$ cat config.mk
export PLATFORM = sky130hd
export DESIGN_NAME = shift_engine_flat
export DESIGN_NICKNAME = d
export VERILOG_FILES = /design/src/rtl/shift_engine_if.sv /design/src/rtl/shift_engine.sv /design/src/flat_wrapper.sv
export SDC_FILE = /design/constraint.sdc
export NUM_CORES = 1
export LEC_CHECK = 0
export CAP_MARGIN = 5
export CORE_MARGIN = 10
export CORE_UTILIZATION = 42
export CTS_CLUSTER_DIAMETER = 50
export DETAILED_ROUTE_END_ITERATION = 7
export HOLD_SLACK_MARGIN = 0.12
export PLACE_DENSITY = 0.66
export SLEW_MARGIN = 15
export SYNTH_ARGS = -nofsm -noshare
export SYNTH_HDL_FRONTEND = slang
export SYNTH_SLANG_ARGS = --single-unit
$ cat constraint.sdc
create_clock -name clk_i -period 5.7 [get_ports clk_i]
set_clock_uncertainty 0.15 [all_clocks]
set_input_delay 1.14 -clock clk_i [delete_from_list [all_inputs] [get_ports clk_i]]
set_output_delay 1.14 -clock clk_i [all_outputs]
set_load 0.02 [all_outputs]
$ cat src/rtl/shift_engine_if.sv
// Load/shift/serial bundle between the UART controller and shift_engine.
// The controller drives through master; the engine attaches as slave.
interface shift_engine_if #(
    parameter int DW = 8,
    parameter int CW = $clog2(DW + 1)
);
    logic [DW-1:0] data_i;
    logic [CW-1:0] len_i;
    logic          msb_first_i;
    logic          load_valid_i;
    logic          load_ready_o;
    logic          shift_i;
    logic          serial_i;
    logic          serial_o;
    logic          busy_o;
    logic          done_o;
    logic [DW-1:0] rx_data_o;

    modport slave (
        input  data_i, len_i, msb_first_i, load_valid_i, shift_i, serial_i,
        output load_ready_o, serial_o, busy_o, done_o, rx_data_o
    );

    modport master (
        output data_i, len_i, msb_first_i, load_valid_i, shift_i, serial_i,
        input  load_ready_o, serial_o, busy_o, done_o, rx_data_o
    );
endinterface

$ cat src/rtl/shift_engine.sv
// Serial shift engine: serialises a latched word LSB/MSB-first while capturing serial_i.
// Latency: first bit on serial_o the cycle after load accept; done_o the cycle after the last strobe.
// Backpressure: load_ready_o is low for the whole transfer; loads offered meanwhile are dropped, not queued.
module shift_engine #(
    parameter int   DW         = 8,
    parameter int   CW         = $clog2(DW + 1),
    parameter logic IDLE_LEVEL = 1'b1
) (
    input  logic           clk_i,
    input  logic           rst_i,
    shift_engine_if.slave  bus
);
    localparam int IW = $clog2(DW);

    typedef enum logic {IDLE, SHIFT} state_t;

    typedef struct packed {
        logic [DW-1:0] data;
        logic [CW-1:0] len;
        logic          msb;
    } xfer_t;

    state_t        state_q, state_d;
    xfer_t         xfer_q, xfer_d;
    logic [DW-1:0] cap_q, cap_d;
    logic [DW-1:0] rx_q, rx_d;
    logic [CW-1:0] k_q, k_d;
    logic          done_q, done_d;

    logic [CW-1:0] len_eff;
    logic [IW-1:0] idx;

    // Out-of-range lengths (0 or above DW) collapse to a full-width transfer.
    assign len_eff = (bus.len_i == '0 || bus.len_i > CW'(DW)) ? CW'(DW) : bus.len_i;

    // Same index drives serial_o and the capture write, so Tx and Rx stay bit-aligned.
    assign idx = xfer_q.msb ? IW'(xfer_q.len - CW'(1) - k_q) : IW'(k_q);

    always_ff @(posedge clk_i) begin
        if (rst_i) begin
            state_q <= IDLE;
            xfer_q  <= '0;
            cap_q   <= '0;
            rx_q    <= '0;
            k_q     <= '0;
            done_q  <= 1'b0;
        end else begin
            state_q <= state_d;
            xfer_q  <= xfer_d;
            cap_q   <= cap_d;
            rx_q    <= rx_d;
            k_q     <= k_d;
            done_q  <= done_d;
        end
    end

    always_comb begin
        state_d = state_q;
        xfer_d  = xfer_q;
        cap_d   = cap_q;
        rx_d    = rx_q;
        k_d     = k_q;
        done_d  = 1'b0;
        unique case (state_q)
            IDLE: begin
                if (bus.load_valid_i) begin
                    xfer_d.data = bus.data_i;
                    xfer_d.len  = len_eff;
                    xfer_d.msb  = bus.msb_first_i;
                    cap_d       = '0;
                    k_d         = '0;
                    state_d     = SHIFT;
                end
            end
            SHIFT: begin
                if (bus.shift_i) begin
                    cap_d[idx] = bus.serial_i;
                    k_d        = k_q + CW'(1);
                    if (k_q == xfer_q.len - CW'(1)) begin
                        rx_d    = cap_d;
                        done_d  = 1'b1;
                        state_d = IDLE;
                    end
                end
            end
            default: state_d = IDLE;
        endcase
    end

    assign bus.load_ready_o = (state_q == IDLE);
    assign bus.busy_o       = (state_q == SHIFT);
    assign bus.done_o       = done_q;
    assign bus.rx_data_o    = rx_q;
    assign bus.serial_o     = (state_q == SHIFT) ? xfer_q.data[idx] : IDLE_LEVEL;
endmodule

$ cat src/flat_wrapper.sv
// flat-port wrapper written by rule: the top's interface ports become plain ports
module shift_engine_flat 
#(
    parameter int   DW         = 8,
    parameter int   CW         = $clog2(DW + 1),
    parameter logic IDLE_LEVEL = 1'b1
)
  (clk_i, rst_i, bus_data_i, bus_len_i, bus_msb_first_i, bus_load_valid_i, bus_shift_i, bus_serial_i, bus_load_ready_o, bus_serial_o, bus_busy_o, bus_done_o, bus_rx_data_o);
  shift_engine_if #(.DW(DW), .CW(CW)) bus_i ();
  input  logic clk_i;
  input  logic rst_i;
  input wire logic [$bits(bus_i.data_i)-1:0] bus_data_i;
  input wire logic [$bits(bus_i.len_i)-1:0] bus_len_i;
  input wire logic [$bits(bus_i.msb_first_i)-1:0] bus_msb_first_i;
  input wire logic [$bits(bus_i.load_valid_i)-1:0] bus_load_valid_i;
  input wire logic [$bits(bus_i.shift_i)-1:0] bus_shift_i;
  input wire logic [$bits(bus_i.serial_i)-1:0] bus_serial_i;
  output wire logic [$bits(bus_i.load_ready_o)-1:0] bus_load_ready_o;
  output wire logic [$bits(bus_i.serial_o)-1:0] bus_serial_o;
  output wire logic [$bits(bus_i.busy_o)-1:0] bus_busy_o;
  output wire logic [$bits(bus_i.done_o)-1:0] bus_done_o;
  output wire logic [$bits(bus_i.rx_data_o)-1:0] bus_rx_data_o;
  assign bus_i.data_i = bus_data_i;
  assign bus_i.len_i = bus_len_i;
  assign bus_i.msb_first_i = bus_msb_first_i;
  assign bus_i.load_valid_i = bus_load_valid_i;
  assign bus_i.shift_i = bus_shift_i;
  assign bus_i.serial_i = bus_serial_i;
  assign bus_load_ready_o = bus_i.load_ready_o;
  assign bus_serial_o = bus_i.serial_o;
  assign bus_busy_o = bus_i.busy_o;
  assign bus_done_o = bus_i.done_o;
  assign bus_rx_data_o = bus_i.rx_data_o;
  shift_engine #(.DW(DW), .CW(CW), .IDLE_LEVEL(IDLE_LEVEL)) u_core (.clk_i(clk_i), .rst_i(rst_i), .bus(bus_i));
endmodule
==> results.sh <==
export IMPL_post_cts_resized=0
export IMPL_rsz0062_at_grt="false"
export IMPL_root_buffer="clkbuf_8"
export IMPL_nets=269
export IMPL_fp_row_count=24
export IMPL_seq_area_sq_um=701
export IMPL_drt_iter0_drc=125
export IMPL_fin_crit_sh_pct=82.8
export IMPL_drv_slew=0
export IMPL_relSlewSlack_pct=32.0
export IMPL_area_delta_synth_final_pct=17.9
export IMPL_fill_cells=442
export IMPL_ys_seq_elements=35
export IMPL_yosys_area_top_type_share_pct=36.7
export IMPL_antenna_found_initial=0
export IMPL_clock_path_buffers=2
export IMPL_swShare_pct=27.0
export IMPL_fmax_mhz=212
export IMPL_grt_pass1_vias=1579
export IMPL_yosysMostFrequentCell="dfxtp_1"
export IMPL_cap_viol_max_count=0
export IMPL_start_util_pct=43.6
export IMPL_drive_gt1_share_pct=6.48
export IMPL_dieArea_sq_mm=0.00765
export IMPL_power_density_mw_per_mm2=225
export IMPL_finish_instance_area_sq_mm=0.00225
export IMPL_cp_data_required_time_ps=4410
export IMPL_cts_setup_buffers=0
export IMPL_period_minus_slack_ps=4720
export IMPL_overflow=0
export IMPL_cts_buffers=5
export IMPL_yosysSeqAreaShare_pct=36.7
export IMPL_synth_common_cells="dfxtp_1 (35), nand2_1 (30), nand3_1 (18), nor2_1 (17), a21oi_1 (15)"
export IMPL_mappedNetlistArea_sq_mm=0.00191
export IMPL_status="complete, no violations"
export IMPL_antenna_left=0
export IMPL_synth_top_flop_cell="dfxtp_1"
export IMPL_p_int_uw=371
export IMPL_htreeDepth=2
export IMPL_die_y_um=87.4
export IMPL_synthesis_nets=250
export IMPL_setup_tns_ps=0
export IMPL_switching_power_uw=137
export IMPL_tightest_slew_ps=1020
export IMPL_end_kind="primary output"
export IMPL_grt_usage_pct=11.9
export IMPL_synth_cell_type_count=46
export IMPL_critPathArrivalTime_ps=3430
export IMPL_gp_congestion=0.841
export IMPL_power_uw=508
export IMPL_ir_drop_v=0.000179
export IMPL_hpwlAfterDp_mm=3.05
export IMPL_syn_inst=227
export IMPL_p_leak_nw=0.764
export IMPL_dp_cells=291
export IMPL_clock_latency_ps=290
export IMPL_clkPwrFrac_pct=34.5
export IMPL_firstDrtPassIters=4
export IMPL_cts_tree="yes"
export IMPL_min_path_type="register to register"
export IMPL_grt_pass1_wl_mm=7.45
export IMPL_whs_ps=307
export IMPL_numPortBuffers=29
export IMPL_synthArstFlopShare_pct=0
export IMPL_worstSetupPathType="register to primary output"
export IMPL_numClockSinks=35
export IMPL_cp_max_fo=13
export IMPL_power_frac_comb_pct=14.7
export IMPL_vias_per_cell=5.41
export IMPL_dpl_instance_area_sq_mm=0.00217
export IMPL_hold_buffers=0
export IMPL_grt_max_degree=37
export IMPL_core_area_sq_mm=0.00438
export IMPL_dp_slack_ps=1280
export IMPL_synth_top_cell_by_area="dfxtp_1"
export IMPL_setup_slack_ps=983
export IMPL_wl_per_cell_um=14.3
export IMPL_pwr_share_seq_pct=50.8
export IMPL_synth_edf_count=0
export IMPL_cts_clk_slew_worst_paths_ps=70
export IMPL_die_w_um=87.4
export IMPL_yosysWarnings=0
export IMPL_multi_input_area_sq_mm=0.00108
export IMPL_synth_area_top_cells="dfxtp_1 (37%), nand2_1 (5.9%), nand3_1 (4.7%)"
export IMPL_drc=0
export IMPL_num_io_pins=30
export IMPL_num_antenna_cells=0
export IMPL_final_instance_count_excl_fill=299
export IMPL_fin_util_pct=51.4
export IMPL_cp_start_kind="register"
export IMPL_synth_avg_cell_area_sq_um=8.42
export IMPL_setup_violations=0
export IMPL_routed_wl_mm=4.27
export IMPL_vias=1619
export IMPL_final_hold_viol_count=0
==> metal layers <==
metal	vias to the layer above	global-route usage, %	part of all wire (%)
met2	38	19.4	47
met1	737	14.5	47
li1	840	-	-
met4	0	3.91	1.3
met3	4	3.65	4.3
met5	-	0	0
==> cell usage in the layout (no fill, tap or decap), drive strengths merged, types with 2 or more instances in the layout <==
master / n
o21ai: 11
dfxtp: 35
inv: 6
xnor2: 5
mux2i: 8
a311oi: 8
nand2b: 5
a31oi: 2
o21a: 2
nor2: 17
nand2: 31
ha: 4
clkdlybuf4s50: 29
nand4: 2
a21oi: 15
nand3b: 11
nand3: 18
nor3: 8
clkbuf: 7
and2: 2
==> power groups by stage <==
stage | sequential, mW | clock, mW | combinational (mW)
floorplan | 0.261 | 0 | 0.0541
global placement | 0.263 | 0 | 0.0745
detailed placement | 0.264 | 0 | 0.0748
CTS | 0.258 | 0.177 | 0.0752
global route | 0.259 | 0.193 | 0.0827
finish | 0.258 | 0.175 | 0.0747
==> registers in the layout (all words and copies together), names as in the netlist <==
name / flops
u_core.k_q: 4
u_core.bus.rx_data_o: 8
u_core.xfer_q: 13
u_core.bus.busy_o: 1
u_core.cap_q: 8
u_core.bus.done_o: 1
==> final timing paths <==
kind / startpoint / end / slack, ps / cells past startpoint
hold / removal: u_core.xfer_q[8] / u_core.xfer_q[8] / 310 / 2
hold reg to reg: u_core.xfer_q[8] / u_core.xfer_q[8] / 310 / 2
setup reg to reg: u_core.bus.busy_o / u_core.bus.rx_data_o[5] / 3040 / 5
setup / recovery: u_core.xfer_q[1] / bus_serial_o / 980 / 9
==> critical path: stages (launching register included) <==
cell	delay, ps
dfxtp_1	370
inv_1	60
ha_1	320
fa_1	400
xor3_2	270
nand2_4	150
xor2_4	340
mux2_2	380
o2111ai_1	190
clkdlybuf4s50_1	640
==> layout make-up <==
cell class | count | area share (%)
Multi-Input combinational cell | 168 | 48.2
Inverter | 6 | 1.00
Timing Repair Buffer | 30 | 13.2
Clock inverter | 1 | 0.222
Tap cell | 52 | 2.89
Clock buffer | 7 | 3.39
Sequential cell | 35 | 31.1
==> logic make-up (layout without fill, tap and decap cells) <==
family / after synthesis / in the layout / synth area share (%)
simple gates: 98 / 98 / 25.6
fa+ha+maj: 5 / 5 / 3.67
xor+xnor: 7 / 7 / 6.02
buf+inv: 24 / 44 / 6.55
flops: 35 / 35 / 36.7
compound gates: 49 / 49 / 16.7
mux: 9 / 9 / 4.78
Note: power is estimated with default switching activity, not from simulation.
